[src/rtl/cnn_pkg.sv]
// Shared types and width helpers for the CNN window-stream monitor.
package cnn_pkg;

    // Frame-tracking FSM states.
    typedef enum logic [1:0] {
        ST_IDLE = 2'd0,
        ST_RUN  = 2'd1,
        ST_DONE = 2'd2
    } mon_state_t;

    // Default datapath geometry (3x3 window of 24-bit taps).
    localparam int unsigned DEF_DATA_W = 24;
    localparam int unsigned DEF_N_TAPS = 9;

    // Width needed to sum n_taps taps of data_w bits without overflow.
    function automatic int unsigned tap_sum_w(input int unsigned data_w,
                                              input int unsigned n_taps);
        return data_w + $clog2(n_taps);
    endfunction

    localparam int unsigned DEF_SUM_W = tap_sum_w(DEF_DATA_W, DEF_N_TAPS);

endpackage

[src/rtl/win_signature.sv]
// Window signature: sums all taps of a window and folds the sum into a
// rotate-left-by-one / XOR register. Clear has priority over enable.
module win_signature
    import cnn_pkg::*;
#(
    parameter int unsigned DATA_W = DEF_DATA_W,
    parameter int unsigned N_TAPS = DEF_N_TAPS,
    parameter int unsigned CHK_W  = 32
) (
    input  logic                     clk_i,
    input  logic                     rst_ni,
    input  logic                     en_i,
    input  logic                     clr_i,
    input  logic [N_TAPS*DATA_W-1:0] win_i,
    output logic [CHK_W-1:0]         sig_o,
    output logic [CHK_W-1:0]         sig_next_o
);

    localparam int unsigned SUM_W = tap_sum_w(DATA_W, N_TAPS);

    logic [SUM_W-1:0] tap_sum;
    logic [CHK_W-1:0] sig_q;
    logic [CHK_W-1:0] sig_d;
    logic [CHK_W-1:0] sig_step;

    // Adder over all taps at full precision.
    always_comb begin
        tap_sum = '0;
        for (int unsigned i = 0; i < N_TAPS; i++) begin
            tap_sum = tap_sum + SUM_W'(win_i[i*DATA_W +: DATA_W]);
        end
    end

    // One signature step: rotate left by one, XOR in the truncated/extended sum.
    always_comb begin
        sig_step = {sig_q[CHK_W-2:0], sig_q[CHK_W-1]} ^ CHK_W'(tap_sum);
        sig_d    = sig_q;
        if (clr_i) begin
            sig_d = '0;
        end else if (en_i) begin
            sig_d = sig_step;
        end
    end

    // Running signature register.
    always_ff @(posedge clk_i or negedge rst_ni) begin
        if (!rst_ni) begin
            sig_q <= '0;
        end else begin
            sig_q <= sig_d;
        end
    end

    assign sig_o      = sig_q;
    assign sig_next_o = sig_step;

endmodule

[src/rtl/cnn_stream_monitor.sv]
// Source pacing and output capture for the CNN window datapath: generates a
// stallable 1-of-EN_PERIOD input enable, tracks window position, signs each
// frame and flags protocol errors.
module cnn_stream_monitor
    import cnn_pkg::*;
#(
    parameter int unsigned DATA_W    = DEF_DATA_W,
    parameter int unsigned N_TAPS    = DEF_N_TAPS,
    parameter int unsigned EN_PERIOD = 16,
    parameter int unsigned OUT_W     = 478,
    parameter int unsigned OUT_H     = 270,
    parameter int unsigned CHK_W     = 32,
    parameter int unsigned TIMEOUT   = 4096
) (
    input  logic                       iClk,
    input  logic                       iRst,
    input  logic                       iBusy,
    input  logic                       iClr,
    input  logic                       iValid,
    input  logic [N_TAPS*DATA_W-1:0]   iWin,
    output logic                       oEn,
    output logic [$clog2(OUT_W)-1:0]   oX,
    output logic [$clog2(OUT_H)-1:0]   oY,
    output logic [CHK_W-1:0]           oChecksum,
    output logic                       oFrameDone,
    output logic [15:0]                oFrameCnt,
    output logic [1:0]                 oErr
);

    localparam int unsigned XW = $clog2(OUT_W);
    localparam int unsigned YW = $clog2(OUT_H);
    localparam int unsigned CW = $clog2(EN_PERIOD);
    localparam int unsigned TW = $clog2(TIMEOUT + 1);

    logic [CW-1:0]    cnt_q;
    logic [CW-1:0]    cnt_d;
    logic             cnt_wrap;

    mon_state_t       state_q;
    logic [XW-1:0]    x_q;
    logic [YW-1:0]    y_q;
    logic [TW-1:0]    tmo_q;
    logic [CHK_W-1:0] chk_q;
    logic             done_q;
    logic [15:0]      fcnt_q;
    logic [1:0]       err_q;

    logic             x_end;
    logic             y_end;
    logic             frame_fin;
    logic             tmo_hit;
    logic             sig_clr;
    logic [CHK_W-1:0] sig_cur;
    logic [CHK_W-1:0] sig_next;

    // Strobe counter next state: holds while downstream is busy.
    always_comb begin
        cnt_wrap = (cnt_q == CW'(EN_PERIOD - 1));
        cnt_d    = cnt_q;
        if (!iBusy) begin
            cnt_d = cnt_wrap ? '0 : cnt_q + 1'b1;
        end
    end

    // Strobe counter register.
    always_ff @(posedge iClk or negedge iRst) begin
        if (!iRst) begin
            cnt_q <= '0;
        end else begin
            cnt_q <= cnt_d;
        end
    end

    assign oEn = cnt_wrap & ~iBusy;

    // Frame position and timeout decodes shared by the FSM and signature.
    always_comb begin
        x_end     = (x_q == XW'(OUT_W - 1));
        y_end     = (y_q == YW'(OUT_H - 1));
        frame_fin = iValid & x_end & y_end;
        tmo_hit   = (state_q == ST_RUN) & ~iValid & (tmo_q == TW'(TIMEOUT - 1));
        sig_clr   = frame_fin | tmo_hit;
    end

    // The final window's step is captured straight into the checksum on the
    // accepting edge, so the running signature can be cleared on that same
    // edge and a valid arriving during DONE starts the next frame from zero.
    win_signature #(
        .DATA_W (DATA_W),
        .N_TAPS (N_TAPS),
        .CHK_W  (CHK_W)
    ) u_sig (
        .clk_i      (iClk),
        .rst_ni     (iRst),
        .en_i       (iValid),
        .clr_i      (sig_clr),
        .win_i      (iWin),
        .sig_o      (sig_cur),
        .sig_next_o (sig_next)
    );

    // Frame FSM with registered position, checksum, frame count and errors.
    always_ff @(posedge iClk or negedge iRst) begin
        if (!iRst) begin
            state_q <= ST_IDLE;
            x_q     <= '0;
            y_q     <= '0;
            tmo_q   <= '0;
            chk_q   <= '0;
            done_q  <= 1'b0;
            fcnt_q  <= '0;
            err_q   <= '0;
        end else begin
            done_q <= frame_fin;
            err_q  <= (iClr ? 2'b00 : err_q) | {tmo_hit, iValid & iBusy};
            if (iClr) begin
                fcnt_q <= '0;
            end else if (frame_fin) begin
                fcnt_q <= fcnt_q + 1'b1;
            end

            if (iValid) begin
                tmo_q <= '0;
                if (x_end) begin
                    x_q <= '0;
                    if (y_end) begin
                        y_q     <= '0;
                        chk_q   <= sig_next;
                        state_q <= ST_DONE;
                    end else begin
                        y_q     <= y_q + 1'b1;
                        state_q <= ST_RUN;
                    end
                end else begin
                    x_q     <= x_q + 1'b1;
                    state_q <= ST_RUN;
                end
            end else begin
                unique case (state_q)
                    ST_RUN: begin
                        if (tmo_hit) begin
                            state_q <= ST_IDLE;
                            x_q     <= '0;
                            y_q     <= '0;
                            tmo_q   <= '0;
                        end else begin
                            tmo_q <= tmo_q + 1'b1;
                        end
                    end
                    ST_DONE: state_q <= ST_IDLE;
                    default: state_q <= ST_IDLE;
                endcase
            end
        end
    end

    assign oX         = x_q;
    assign oY         = y_q;
    assign oChecksum  = chk_q;
    assign oFrameDone = done_q;
    assign oFrameCnt  = fcnt_q;
    assign oErr       = err_q;

endmodule
[config.mk]
export PLATFORM = sky130hd
export DESIGN_NAME = cnn_stream_monitor
export DESIGN_NICKNAME = d
export VERILOG_FILES = /design/src/rtl/cnn_pkg.sv /design/src/rtl/win_signature.sv /design/src/rtl/cnn_stream_monitor.sv
export SDC_FILE = /design/constraint.sdc
export NUM_CORES = 1
export LEC_CHECK = 0
export CORE_AREA = 2 2 218 220
export CTS_BUF_LIST = sky130_fd_sc_hd__clkbuf_4
export DETAILED_ROUTE_END_ITERATION = 7
export DIE_AREA = 0 0 220 222
export PLACE_DENSITY = 0.42
export SKIP_CTS_REPAIR_TIMING = 1
export SLEW_MARGIN = 20
export SYNTH_ARGS = -nofsm -noshare
export SYNTH_HDL_FRONTEND = slang
export SYNTH_SLANG_ARGS = --single-unit
[constraint.sdc]
create_clock -name iClk -period 3.95 [get_ports iClk]
set_input_delay 0.5925 -clock iClk [delete_from_list [all_inputs] [get_ports iClk]]
set_output_delay 0.5925 -clock iClk [all_outputs]
set_load 0.02 [all_outputs]
* Word level (Yosys, flattened, before mapping)
Cells that the tools add are included.
Operators by class: $add $sub $neg 13, eq/ne operators 7, multiplexer cells 21, bitwise operators 11, reduce and logical (&&, ||, !) cells 7
Operators by type and width (count):
- $add A28 B24 Y28 | 7
- $mux W32 | 2
- $mux W9 | 7
- $mux W13 | 3
- $mux W16 | 2
- $xor A32 B28 Y32 | 1
- $add A24 B24 Y25 | 1
- $add A9 B1 Y9 const B | 2
- $eq A9 B9 Y1 const B | 2
- $add A16 B1 Y16 const B | 1
- $add A13 B1 Y13 const B | 1
- $eq A13 B12 Y1 const B | 1
- $mux W2 | 6
- $reduce_bool A2 Y1 | 4
- $and A1 B1 Y1 | 6
- $reduce_and A3 Y1 | 2
- $add A4 B1 Y4 const B | 1
- $eq A4 B4 Y1 const B | 1
- $mux W4 | 1
- $ne A3 B3 Y1 const B | 1
- $eq A2 B1 Y1 const B | 1
- $ne A2 B1 Y1 const B | 1
- $not A1 Y1 | 2
- $or A2 B2 Y2 | 1
- 2 further kinds | 2
Word-level totals: register bits 120, bits of input ports 221

* Logic depth before layout (Yosys ltp)
Gate-level depths: netlist (run 1).
depth in word-level cells 11, gate-level depth with buffers 25, depth with buffers taken out 24

* By module
A second synthesis (run 1) with hierarchy kept.
Second synthesis, totals: cells, all modules 1165, area total of the unflattened synthesis 11658.7 µm²
Modules (own cells, without submodules):
- win_signature | times used 1, cells each 776, area each 7392.1 µm², sequential area each 800.8 µm²
- cnn_stream_monitor | times used 1, cells each 389, area each 4266.6 µm², sequential area each 2202.1 µm²

* Least setup slack after synthesis (run 1)
Ideal clock, no wire load.
path type input to register, start point input port iWin[1], end point register u_sig.sig_q[26], in the netlist u_sig.sig_o[26], data arrival time 6.108 ns, slack -2.280 ns, cell stages on the path 23, buffers on the path 1, cell sequence ha_1 > a211oi_1 > o21bai_1 > o21ai_1 > a2bb2oi_1 > o31a_1 > a21oi_1 > xnor2_1 > fa_1 > inv_1 > fa_1 > fa_1 > fa_1 > inv_1 > ha_1 > buf_2 > a21o_1 > a21o_1 > a21oi_1 > o21a_1 > nor4b_1 > or4_1 > a32o_1
Between the ends: word-level cells in the longest chain between the ends 11
RTL lines:
- start: declaration | line cnn_stream_monitor.sv:20 | input logic [N_TAPS*DATA_W-1:0] iWin,
- $add A24 B24 Y25 | line win_signature.sv:30 | tap_sum = tap_sum + SUM_W'(win_i[i*DATA_W +: DATA_W]);
- $add A28 B24 Y28 (7 in a row) | line win_signature.sv:30
- $xor A32 B28 Y32 | line win_signature.sv:36 | sig_step = {sig_q[CHK_W-2:0], sig_q[CHK_W-1]} ^ CHK_W'(tap_sum);
- $mux W32 | line win_signature.sv:40 | end else if (en_i) begin
- $mux W32 | line win_signature.sv:38 | if (clr_i) begin
- end signal: assignment | line win_signature.sv:50 | sig_q <= sig_d;
- end: declaration | line win_signature.sv:22 | logic [CHK_W-1:0] sig_q;
Every way passes these cells. The select of a mux whose other input is x is not followed. A chain may end at the register's enable or synchronous reset.

* Final worst setup path (run 1)
start point input port iWin[36], end point register u_sig.sig_q[26], in the netlist u_sig.sig_o[26]
Same word-level chain as after synthesis.

==> reports/metrics.cfg, run 1 <==
[synthesis]
synth_edf_count=0
synth_area_leaders=dfrtp_1, fa_1, inv_1
netlist_instances=1228
ys_seq_elements=120
synth_xor_area_share_pct=6.23
synthAdderAreaFrac_pct=31.5
ys_seq_area_share_pct=26.1
synth-main-ff-cell=dfrtp_1
synth_top_family_by_area=adder cells
synthDistinctLibCells=69
synth-compound-area-share_pct=14.9
yosysTopAreaCellShare_pct=26.1
synth_area_leader_cell=dfrtp_1
yosysWarnings=0
syn_area_um2=11500
synth_mux_area_share_pct=0.576
syn_area_per_cell_um2=9.38
synth_nets=1653
synthSimpleGateAreaFrac_pct=12.0
async_reset_ff_share_pct=100

[min_path]
hold_path_class=reg -> reg
hold_start=cnt_q[2]$_DFFE_PN0N_

[grt]
gr-usage-all-layers_pct=14.2
antenna_found_initial=1
grt_max_degree=92
overflow=0
grt_pass1_wl_mm=55.5
grt_pass1_vias=10688

[critical_path]
crit_start=iWin[36]
critPathLaunchType=input port
critical_path.max_fanout=4
reg2reg_setup_slack_ns=1.36
cp_num_buf_inv=3
crit_slowest_cell=fa_1
crit_family=adder cells
path_cells=clkdlybuf4s50_1, ha_1, a21oi_2, o21a_1, nor2_1, a211oi_2, o31a_1, a21oi_2, xnor2_2, fa_1, inv_2, fa_1, fa_1, fa_1, inv_2, ha_4, a21o_1, a21o_1, a21oi_2, o21a_1, nor4b_2, or4_4, a32o_1
arrival_ns=6.05
r2r_start=tmo_q[1]$_DFFE_PN0N_
cp_common_cell=fa_1
setup.worst_path.end_class=flip-flop
crit_type=in -> reg
critPathRequiredTime_ns=4.38
cpPeakStageDelay_ns=0.56

[detailed_routing]
firstDrtPassIters=4
wirelength_mm=34.4
detail_route.vias_per_cell=4.33
wire_per_inst_um=15.0
drc=0
num_vias=9939
ant_nets=0
drt_iter0_markers=466

[cells_and_area]
fin_util_pct=39.0
final_area_um2=18000
drive_gt1_share_pct=24.0
nFillCells=4688
area_growth_pct=56.5
multi_input_area_um2=8840
regArea_um2=3000
nNetsFinal=2100

[sta]
maxSlewViolCount=0
setup_ws_ns=-1.68
relSlewSlack_pct=55.8
setup_tns_ns=-56.68
final-setup-viol-count=50
min_period_ns=5.63
rsz0062_at_grt=true
hold_ws_ns=0.478
fmax_mhz=178
hold_viol=0
min_period_over_period_pct=142
fin_skew_ns=0.0236
worstMarginPinSlew_ns=0.661

[cts]
root_buffer=clkbuf_4
cts.sinks=120
cts_tree=built
htree_levels=4
insertion_delay_ns=0.53
clk_pin_slew_ns=0.12
cts_buffers=17
cts_buffer_depth=2

[floorplanning]
start_util_pct=24.9
die_width_um=220
ios=291
num_rows=79
core_um2=46300
design.die.area_um2=48800
dieHeight_um=222

[run]
drv_cap=0

[outcome]
outcome=finished, violations left
failed_checks=setup timing

[place]
io_buffers=290
dpl.hpwl_mm=27.9
place_congestion=0.787
postPlaceCellArea_um2=16800

## per-layer routing
metal / vias up / track usage [%] / share of wire (%)
met1: 4855 / 18.4 / 45
met4: 0 / 2.34 / 0.82
met5: - / 0 / 0
met3: 17 / 2.24 / 4.4
li1: 4898 / - / -
met2: 169 / 25.2 / 50
## cells by family after synthesis
family | after synthesis
AND/OR/NAND/NOR | 287
AO/OA/AOI/OAI | 270
buffers and inverters | 259
adder cells (fa/ha/maj) | 204
flip-flops | 120
XOR/XNOR | 82
multiplexers | 6
## worst paths after layout
path,to,depth (start not counted)
max,u_sig.sig_o[26]$_DFFE_PN0P_,23
min in group asynchronous,oX[7]$_DFFE_PN0P_,2
min reg2reg,cnt_q[2]$_DFFE_PN0N_,1
max reg2reg,oY[7]$_DFFE_PN0P_,9
min,cnt_q[2]$_DFFE_PN0N_,1
max in group asynchronous,oChecksum[15]$_DFFE_PN0P_,3
## layout by cell type (no fill, tap or decap), types with 11 or more instances in the layout
cell type and count:
a21o_1 25, a21oi_1 28, a21oi_2 24, a22o_1 11, and3_1 14, buf_4 152, buf_6 19, clkbuf_4 18
clkdlybuf4s50_1 261, dfrtp_1 120, dlymetal6s2s_1 18, fa_1 131, fa_2 13, ha_1 28, ha_4 29, inv_1 213
inv_2 15, nand2_1 108, nand3_1 20, nand4_1 13, nor2_1 53, o21ai_0 45, o21ai_1 44, xnor2_1 29
xnor2_2 17, xor2_1 25
## Yosys cell counts, drive strengths merged, types with 3 or more instances
master,count
buf,8
a31oi,3
inv,228
nand3b,4
o211ai,7
fa,144
dfrtp,120
nor2,56
a21oi,61
nor4,3
xnor2,54
o41ai,5
nor3,14
nand4b,3
nand4,14
a2bb2oi,3
o21bai,9
a211oi,5
o21a,7
xor2,28
mux2,5
nand2,114
nor2b,6
and4,4
and2,7
o31a,4
o31ai,10
or3,11
clkbuf,22
o21ai,101
a22o,11
nand2b,10
a21o,25
nand3,23
ha,60
and3,14
## metrics by stage
| step | std cells | setup slack (ns) |
|---|---|---|
| after floorplan | 1228 | -1.95 |
| after global placement | 2244 | -2.80 |
| after detailed placement | 2244 | -2.85 |
| after CTS | 2276 | -2.25 |
| after global routing | 2296 | -1.87 |
| final | 2296 | -1.68 |
## sequential cells by signal (all words and copies together) (netlist names)
signal	flops
state_q	2
oFrameCnt	16
oChecksum	32
oErr	2
oFrameDone	1
oY	9
cnt_q	4
u_sig.sig_o	32
tmo_q	13
oX	9
## layout make-up
type	instances	area share (%)
multi-input cells	849	49.0
repair buffers	458	23.6
flip-flops and latches	120	16.7
inverters	229	4.78
well taps	607	4.21
clock inverters	14	0.958
clock buffers	18	0.750
diodes	1	0.0139
Power of run 1 is left out: the tool's default activity adds up to more than one toggle a clock period on the data nets, which glitch-free logic cannot reach.
==> run 2: changes to the inputs <==
--- a/config.mk
+++ b/config.mk
@@ -10,6 +10,7 @@
 export DETAILED_ROUTE_END_ITERATION = 7
 export DIE_AREA = 0 0 220 222
 export PLACE_DENSITY = 0.42
+export RECOVER_POWER = 50
 export SKIP_CTS_REPAIR_TIMING = 1
 export SLEW_MARGIN = 20
 export SYNTH_ARGS = -nofsm -noshare
==> reports/metrics.cfg, run 2 (same netlist as run 1, synthesis figures left out) <==
[outcome]
outcome=finished, violations left
failed_checks=capacitance limit, slew limit, setup timing

[sta]
setup_tns_ns=-56.71  ; -0.0303 ns
min_period_over_period_pct=142  ; about the same
min_period_ns=5.63  ; +0.000680 ns
maxSlewViolCount=31  ; +31
rsz0062_at_grt=true
worstMarginPinSlew_ns=1.74  ; +1.08 ns
fin_skew_ns=0.0236  ; +0.000000300 ns
relSlewSlack_pct=-16.2  ; -72 points
hold_viol=0  ; unchanged
setup_ws_ns=-1.68  ; -0.000680 ns
fmax_mhz=178  ; about the same
final-setup-viol-count=50  ; unchanged

[place]
place_congestion=0.787  ; unchanged
dp_cells=2244  ; unchanged
io_buffers=290  ; unchanged
dpl.hpwl_mm=27.9  ; unchanged

[critical_path]
cpPeakStageDelay_ns=0.56  ; about the same
path_cells=clkdlybuf4s50_1, ha_1, a21oi_2, o21a_1, nor2_1, a211oi_2, o31a_1, a21oi_2, xnor2_2, fa_1, inv_2, fa_1, fa_1, fa_1, inv_2, ha_4, a21o_1, a21o_1, a21oi_2, o21a_1, nor4b_2, or4_4, a32o_1
cp_common_cell=fa_1
critical_path.max_fanout=4  ; unchanged
critPathLaunchType=input port
crit_slowest_cell=fa_1
critPathRequiredTime_ns=4.38  ; about the same
crit_family=adder cells
setup.worst_path.end_class=flip-flop
crit_type=in -> reg
cp_num_buf_inv=3  ; unchanged
arrival_ns=6.05  ; about the same

[detailed_routing]
wire_per_inst_um=15.0  ; about the same
ant_nets=0  ; unchanged
num_vias=9937  ; -0.020%
detail_route.vias_per_cell=4.33  ; about the same
drc=0  ; unchanged
drt_iter0_markers=465  ; -0.21%
firstDrtPassIters=4  ; unchanged
wirelength_mm=34.4  ; about the same

[cells_and_area]
area_growth_pct=56.3
layoutNonFillerInstCount=2296  ; unchanged
mostFrequentLayoutCell=clkdlybuf4s50_1
fin_util_pct=38.9  ; -0.046 points
nFillCells=4689  ; +0.021%
multi_input_area_um2=8840  ; about the same
layout_common_cells=clkdlybuf4s50_1, inv_1, buf_4
nNetsFinal=2100  ; unchanged
drive_gt1_share_pct=23.9  ; -0.12 points
regArea_um2=3000  ; unchanged

[floorplanning]
num_rows=79  ; unchanged
dieHeight_um=222  ; unchanged
core_um2=46300  ; unchanged
start_util_pct=24.9  ; unchanged
design.die.area_um2=48800  ; unchanged
ios=291  ; unchanged
die_width_um=220  ; unchanged

[cts]
cts_buffer_depth=2  ; unchanged
cts_tree=built
clk_pin_slew_ns=0.12  ; about the same
insertion_delay_ns=0.53  ; about the same
cts_buffers=17  ; unchanged
cts.sinks=120  ; unchanged
root_buffer=clkbuf_4
htree_levels=4  ; unchanged

[grt]
grt_pass1_wl_mm=55.5  ; unchanged
overflow=0  ; unchanged
gr-usage-all-layers_pct=14.2  ; unchanged
grt_pass1_vias=10688  ; unchanged
antenna_found_initial=1  ; unchanged
grt_max_degree=92  ; unchanged

[min_path]
hold_path_class=reg -> reg

[run]
drv_cap=1  ; +1

-- run 2: cell count changes in the layout (fill, tap and decap cells not counted) --
cell / delta
clkdlybuf4s50_1: -2
dlygate4sd3_1: +2
nor3_2: -1
nor3_1: +1
buf_4: -1
clkbuf_4: +1
clkbuf_1: +1
buf_12: -1
-- run 2: cell type report --
cell class / instances / share of cell area (%)
Clock inverter: 14 / 0.959
Clock buffer: 18 / 0.750
Multi-Input combinational cell: 849 / 49.1
Tap cell: 607 / 4.22
Timing Repair Buffer: 458 / 23.5
Antenna cell: 1 / 0.0139
Inverter: 229 / 4.78
Sequential cell: 120 / 16.7
-- run 2: layer usage --
| metal | routed length (um) | up-vias | track usage, % | part of all wire (%) |
|---|---|---|---|---|
| li1 | - | 4896 | - | - |
| met1 | 15300 | 4855 | 18.4 | 45 |
| met2 | 17300 | 169 | 25.2 | 50 |
| met3 | 1500 | 17 | 2.24 | 4.3 |
| met4 | 283 | 0 | 2.34 | 0.82 |
| met5 | 0 | - | 0 | 0 |
-- run 2: worst register-to-register path: stages (launching register included) --
cell and delay, ns:
dfrtp_1 0.40, ha_1 0.20, nand3_1 0.15, nor3_1 0.55
a41oi_4 0.18, buf_4 0.35, nor3_1 0.45, nand3_1 0.15
xor2_1 0.15, nor2_1 0.05
-- run 2: path summary, 6_finish.rpt --
path / slack (ns) / to / startpoint / cells past startpoint
max: -1.68 / u_sig.sig_o[26]$_DFFE_PN0P_ / iWin[36] / 23
min in group asynchronous: 1.04 / oX[7]$_DFFE_PN0P_ / iRst / 2
min: 0.48 / cnt_q[2]$_DFFE_PN0N_ / cnt_q[2]$_DFFE_PN0N_ / 1
max in group asynchronous: 0.63 / oChecksum[15]$_DFFE_PN0P_ / iRst / 3
max reg2reg: 1.21 / oY[7]$_DFFE_PN0P_ / tmo_q[1]$_DFFE_PN0N_ / 9
min reg2reg: 0.48 / cnt_q[2]$_DFFE_PN0N_ / cnt_q[2]$_DFFE_PN0N_ / 1
-- run 2: stage by stage --
stage / instance area (um2) / setup slack (ns) / hold slack (ns)
after floorplan: 12100 / -1.95 / 0.297
after global placement: 16800 / -2.80 / 0.461
after detailed placement: 16800 / -2.85 / 0.463
final: 18000 / -1.68 / 0.478
after CTS: 17100 / -2.25 / -0.0589
after global routing: 18000 / -1.87 / 0.508
Power of run 2 is left out for the same reason.
